## config.mk

```make
export PLATFORM = sky130hd
export DESIGN_NAME = mux
export DESIGN_NICKNAME = d
export VERILOG_FILES = /design/src/rtl/alu_pkg.sv /design/src/rtl/mux_sel_comb.sv /design/src/rtl/mux.sv
export SDC_FILE = /design/constraint.sdc
export NUM_CORES = 1
export LEC_CHECK = 0
export CELL_PAD_IN_SITES_DETAIL_PLACEMENT = 1
export CELL_PAD_IN_SITES_GLOBAL_PLACEMENT = 2
export CORE_ASPECT_RATIO = 0.7
export CORE_MARGIN = 5
export CORE_UTILIZATION = 17
export CTS_CLUSTER_DIAMETER = 200
export DETAILED_ROUTE_END_ITERATION = 7
export PLACE_DENSITY = 0.82
export SYNTH_ARGS = -nofsm -noshare
export SYNTH_HDL_FRONTEND = slang
export SYNTH_HIERARCHICAL = 1
export SYNTH_SLANG_ARGS = --single-unit
```

## constraint.sdc

```tcl
create_clock -name clk -period 2.1 [get_ports clk]
set_input_delay 0.21 -clock clk [delete_from_list [all_inputs] [get_ports clk]]
set_output_delay 0.21 -clock clk [all_outputs]
set_load 0.05 [all_outputs]
```

## src/rtl/alu_pkg.sv

```systemverilog
// Shared constants for the 8-bit ALU datapath: default widths and opcode map.
package alu_pkg;

  localparam int ALU_WIDTH = 8;
  localparam int OP_WIDTH  = 4;

  localparam logic [OP_WIDTH-1:0] OP_NOP  = 4'd0;
  localparam logic [OP_WIDTH-1:0] OP_ADD  = 4'd1;
  localparam logic [OP_WIDTH-1:0] OP_SUB  = 4'd2;
  localparam logic [OP_WIDTH-1:0] OP_AND  = 4'd3;
  localparam logic [OP_WIDTH-1:0] OP_OR   = 4'd4;
  localparam logic [OP_WIDTH-1:0] OP_XOR  = 4'd5;
  localparam logic [OP_WIDTH-1:0] OP_INV  = 4'd6;
  localparam logic [OP_WIDTH-1:0] OP_SHL  = 4'd7;
  localparam logic [OP_WIDTH-1:0] OP_SHR  = 4'd8;
  localparam logic [OP_WIDTH-1:0] OP_LAST = 4'd8;

endpackage

```

## src/rtl/mux_sel_comb.sv

```systemverilog
// Combinational opcode decode: picks one function-unit output and flags
// opcodes beyond the last defined one.
module mux_sel_comb
  import alu_pkg::*;
#(
  parameter int WIDTH = ALU_WIDTH,
  parameter int OP_W  = OP_WIDTH
) (
  input  logic [OP_W-1:0]  op_i,
  input  logic [WIDTH-1:0] nop_i,
  input  logic [WIDTH-1:0] add_i,
  input  logic [WIDTH-1:0] sub_i,
  input  logic [WIDTH-1:0] and_i,
  input  logic [WIDTH-1:0] or_i,
  input  logic [WIDTH-1:0] xor_i,
  input  logic [WIDTH-1:0] inv_i,
  input  logic [WIDTH-1:0] shl_i,
  input  logic [WIDTH-1:0] shr_i,
  output logic [WIDTH-1:0] sel_o,
  output logic             illegal_o
);

  always_comb begin
    sel_o     = '0;
    illegal_o = 1'b0;
    case (op_i)
      OP_NOP:  sel_o = nop_i;
      OP_ADD:  sel_o = add_i;
      OP_SUB:  sel_o = sub_i;
      OP_AND:  sel_o = and_i;
      OP_OR:   sel_o = or_i;
      OP_XOR:  sel_o = xor_i;
      OP_INV:  sel_o = inv_i;
      OP_SHL:  sel_o = shl_i;
      OP_SHR:  sel_o = shr_i;
      // Unused codes return zero so the zero flag stays meaningful.
      default: begin
        sel_o     = '0;
        illegal_o = 1'b1;
      end
    endcase
  end

endmodule

```

## src/rtl/mux.sv

```systemverilog
// Registered ALU result selector: one-cycle latency, zero/illegal flags and
// a valid strobe for writeback.
module mux
  import alu_pkg::*;
#(
  parameter int WIDTH = ALU_WIDTH,
  parameter int OP_W  = OP_WIDTH
) (
  input  logic             clk,
  input  logic             rst,
  input  logic             in_valid,
  input  logic [OP_W-1:0]  opS,
  input  logic [WIDTH-1:0] nop_wire,
  input  logic [WIDTH-1:0] add_out,
  input  logic [WIDTH-1:0] sub_out,
  input  logic [WIDTH-1:0] and_out,
  input  logic [WIDTH-1:0] or_out,
  input  logic [WIDTH-1:0] xor_out,
  input  logic [WIDTH-1:0] invert_out,
  input  logic [WIDTH-1:0] shift_left_out,
  input  logic [WIDTH-1:0] shift_right_out,
  output logic [WIDTH-1:0] result,
  output logic             out_valid,
  output logic             zero,
  output logic             illegal_op
);

  logic [WIDTH-1:0] sel_val;
  logic             sel_illegal;

  logic [WIDTH-1:0] result_q, result_d;
  logic             valid_q, valid_d;
  logic             zero_q, zero_d;
  logic             illegal_q, illegal_d;

  mux_sel_comb #(
    .WIDTH (WIDTH),
    .OP_W  (OP_W)
  ) u_sel (
    .op_i      (opS),
    .nop_i     (nop_wire),
    .add_i     (add_out),
    .sub_i     (sub_out),
    .and_i     (and_out),
    .or_i      (or_out),
    .xor_i     (xor_out),
    .inv_i     (invert_out),
    .shl_i     (shift_left_out),
    .shr_i     (shift_right_out),
    .sel_o     (sel_val),
    .illegal_o (sel_illegal)
  );

  // Idle cycles hold the last result and flags; only the strobe drops.
  always_comb begin
    result_d  = result_q;
    zero_d    = zero_q;
    illegal_d = illegal_q;
    valid_d   = 1'b0;
    if (in_valid) begin
      result_d  = sel_val;
      zero_d    = (sel_val == '0);
      illegal_d = sel_illegal;
      valid_d   = 1'b1;
    end
  end

  always_ff @(posedge clk) begin
    if (rst) begin
      result_q  <= '0;
      valid_q   <= 1'b0;
      zero_q    <= 1'b1;
      illegal_q <= 1'b0;
    end else begin
      result_q  <= result_d;
      valid_q   <= valid_d;
      zero_q    <= zero_d;
      illegal_q <= illegal_d;
    end
  end

  assign result     = result_q;
  assign out_valid  = valid_q;
  assign zero       = zero_q;
  assign illegal_op = illegal_q;

endmodule

```

**After elaboration in Yosys (flattened, before gate mapping)**

Cells that the tools add are included.

- Register bits: 11
- Bits of input ports: 79
- Output and inout port bits: 11
- Logic and storage cells: 18

- Eq/ne operators: 8
- Mux-type cells: 3
- Reduce and logical (&&, ||, !) cells: 3

Operator list:

| cell | count |
|---|---|
| one-hot mux 8 bit (9 select lines) | 1 |
| equality test 4 x 3 -> 1 bit, second input constant | 4 |
| OR reduction 9 bit | 1 |
| equality test 4 x 2 -> 1 bit, second input constant | 2 |
| logical NOT 8 bit | 1 |
| equality test 4 x 1 -> 1 bit, second input constant | 1 |
| equality test 4 bit, second input constant | 1 |
| logical NOT 4 bit | 1 |
| 2-to-1 mux 1 bit | 2 |

**Longest topological paths before layout**

- Depth after elaboration: 3
- Mapped depth: 7
- Depth with buffers taken out: 5

**Cells and area by module**

Netlist, hierarchy kept.

By module, submodules not included:

| module | times used | cells each | area an instance (sq um) | sequential area each (sq um) |
|---|---|---|---|---|
| mux_sel_comb | 1 | 90 | 752.0 | 0.0 |
| mux | 1 | 36 | 395.4 | 220.2 |

**Worst setup path before layout**

OpenSTA, ideal clock, no wires.

- Kind: input port to flip-flop
- Start: input port opS[2]
- End: register zero_q, in the netlist zero
- Setup time: 0.060 ns
- Arrival time: 1.567 ns
- Required time: 2.040 ns
- Path slack: 0.473 ns
- Cell stages on the path: 7
- Path buffers: 2
- Cells stage by stage: buf_2 buf_2 mux2_2 a32oi_1 nand3_1 nor4_1 a311o_1

- Longest elaborated chain between the ends: 3

RTL lines:

| element | line | text |
|---|---|---|
| start, declared | mux.sv:12 | `input logic [OP_W-1:0] opS,` |
| equality test 4 bit, or another cell as far along | mux_sel_comb.sv:26 | `case (op_i)` |
| one-hot mux 8 bit (9 select lines) * | mux_sel_comb.sv:26 |  |
| via sel_val[6] | mux.sv:28 | `logic [WIDTH-1:0] sel_val;` |
| logical NOT 8 bit * | mux.sv:62 | `zero_d = (sel_val == '0);` |
| end signal, assigned | mux.sv:77 | `zero_q <= zero_d;` |
| end, declared | mux.sv:33 | `logic zero_q, zero_d;` |

The timed path passes the listed nets; every way through them passes the cells marked *.
A chain may end at the register's enable or synchronous reset.

**Final worst setup path**

- Start: input port opS[1]
- End: register zero_q, in the netlist zero

The elaborated chain is that of the path after synthesis.

==> impl_metrics.tcl <==
set metrics [dict create \
    status "complete, no violations" \
    rows 25 \
    final_util 0.3506 \
    io_pins 90 \
    cts_buffers 3 \
    grt_pass1_wl_um 7969 \
    final_nets 310 \
    fin_area_um2 2336 \
    portBuffers 89 \
    max_freq_mhz 492.4 \
    cp.buffers_inverters 2 \
    fin_skew_ns 0 \
    hpwl_um 4315 \
    grt_max_degree 18 \
    globalplace.congestion 0.7425 \
    yosysWarnings 6 \
    grt-ovfl-total 0 \
    wirelength_um 5045 \
    met3_wirelength_um 531 \
    via_per_inst 4.441 \
    cts.clk_slew.worst_paths_ns 0.05 \
    synth_seq_cells 11 \
    fin_ws_ns 0.06912 \
    die_w_um 108.2 \
    slew_headroom 0.6562 \
    wl_met2_um 2329 \
    syn_inst 126 \
    post_cts_buffers 0 \
    cp_slowest_cell "clkdlybuf4s50_1" \
    cts_root_buf "clkbuf_8" \
    insertion_delay_ns 0.23 \
    whs_ns 0.4949 \
    met1_length_um 2184 \
    hold_viol 0 \
    grt_usage 0.1160 \
    powerDensity_nw_per_um2 371.1 \
    wl_per_cell_um 15.57 \
    drtPass1Iterations 4 \
    syn_area_per_cell_um2 9.106 \
    arrival_ns 2.21 \
    drv_slew 0 \
    core_um2 6663 \
    first_global_vias 1624 \
    crit_family "buffers and inverters" \
    insertedDiodeCount 0 \
    cts_sinks 11 \
    start_util 0.1722 \
    timing.final.crit_share 0.9671 \
    cts-hold-fix-buffers 0 \
    area_growth_pct 103.6 \
    drive_above_1_share 0.2043 \
    die_height_um 78.74 \
    maxCapViolCount 0 \
    crit_path_start_kind "input port" \
    netlist-cell-type-count 36 \
    slowest_delay_ns 0.51 \
    rsz0062_at_grt "no" \
    final_cell_mix "clkdlybuf4s50_1 (88), buf_4 (21), mux2_2 (14), nor2_1 (12), dfxtp_1 (11)" \
    worstSetupEndpointType "register" \
    syn_area_um2 1147 \
    r2r_slack_ns 1.24 \
    htreeDepth 1 \
    drt_iter0_drc 21 \
    ys_top_cells_by_area "dfxtp_1 (19%), mux2_2 (14%), mux2i_1 (8.7%), and3b_1 (7.6%), mux4_2 (3.9%)" \
    cts_tree "built" \
    tns_ns 0 \
    drc 0 \
    worstPathRequired_ns 2.28 \
    vias 1439 \
    mostFrequentLayoutCell "clkdlybuf4s50_1" \
    dpl_worst_slack_ns -0.3284 \
    syn-num-nets 205 \
    synth_ff_type "dfxtp_1" \
    place_area_um2 2281 \
    worstHoldPathType "reg2reg" \
    p_leak_uw 0.0009268 \
    cts_buffer_depth 2 \
    crit_fanout 17 \
    routed.top_layer "met3" \
    peakVddDrop_v 0.0002055 \
    async_flop_share 0 \
    ant_nets 0 \
    yosys.area.top_type "dfxtp_1" \
    antenna_found_initial 0 \
    fill_cells 775 \
    crit_chain "clkdlybuf4s50_1, buf_12, mux2_2, a32oi_1, nand4_1, nor4_2, a311o_1" \
    ys_seq_area_frac 0.1919 \
    synth_top_area_share 0.1919 \
    finalSetupViolCount 0 \
    tightest_slew_ns 0.5140 \
    die_area_um2 8518 \
    crit_type "in2reg" \
    synth_edf_count 0 \
    finalCriticalPeriod_ns 2.031 \
]
cells by family after synthesis:
kind of cell / count (synthesis) / synth area share
compound gates: 25 / 0.1658
buf+inv: 12 / 0.06325
flops: 11 / 0.1919
mux: 29 / 0.2999
simple gates: 49 / 0.2792
power by group:
part	switching [uW]	internal (uW)	total (uW)
logic	168	261	428
registers	6.71	222	229
clock network	76.5	133	210
state kept, by name, indices dropped and copies added (netlist names):
name        cells
result          8
illegal_op      1
out_valid       1
zero            1
worst paths after layout:
check                  from        end  cells past startpoint
setup reg to reg       zero       zero                      2
setup / recovery     opS[1]       zero                      7
hold reg to reg   result[0]  result[0]                      2
hold / removal    result[0]  result[0]                      2
routing by layer:
metal  global-route usage  vias up
met5                    0        -
met4             0.007566        0
met3              0.04874        0
met2               0.1973       58
met1               0.1434      675
li1                     -      706
synth_stat cells (all sizes together) (4+ instances only):
| library cell | count |
|---|---|
| mux2i | 10 |
| o21ai | 6 |
| a22oi | 5 |
| nor2 | 12 |
| a32oi | 5 |
| dfxtp | 11 |
| mux2 | 17 |
| and3b | 10 |
| buf | 10 |
| nor3b | 4 |
| nor2b | 4 |
final cells by class:
type                    instances  area (um^2)  area share
multi-input cells             103        865.8      0.3706
well taps                      94        117.6     0.05035
flip-flops and latches         11        220.2     0.09427
repair buffers                112         1087      0.4655
clock buffers                   4        45.04     0.01928
worst register-to-register path, cell delays in order, from the launching register on:
cell and delay [ns]:
dfxtp_1 0.30, nor2b_1 0.12, a311o_1 0.32
repair_timing:
action / 4_1_cts / 5_1_grt
endpoints found under the setup margin: 1 / 1
cloned: 0 / 0
hold endpoints to repair: 0 / 0
resized for setup: 2 / 1
per-stage QoR:
stage / instances / power, uW
finish: 324 / 867.0
global placement: 320 / 657.8
floorplan: 126 / 416.6
CTS: 324 / 879.9
global route: 324 / 921.7
detailed placement: 320 / 662.6
No activity file was read; power rests on OpenSTA's default activity.
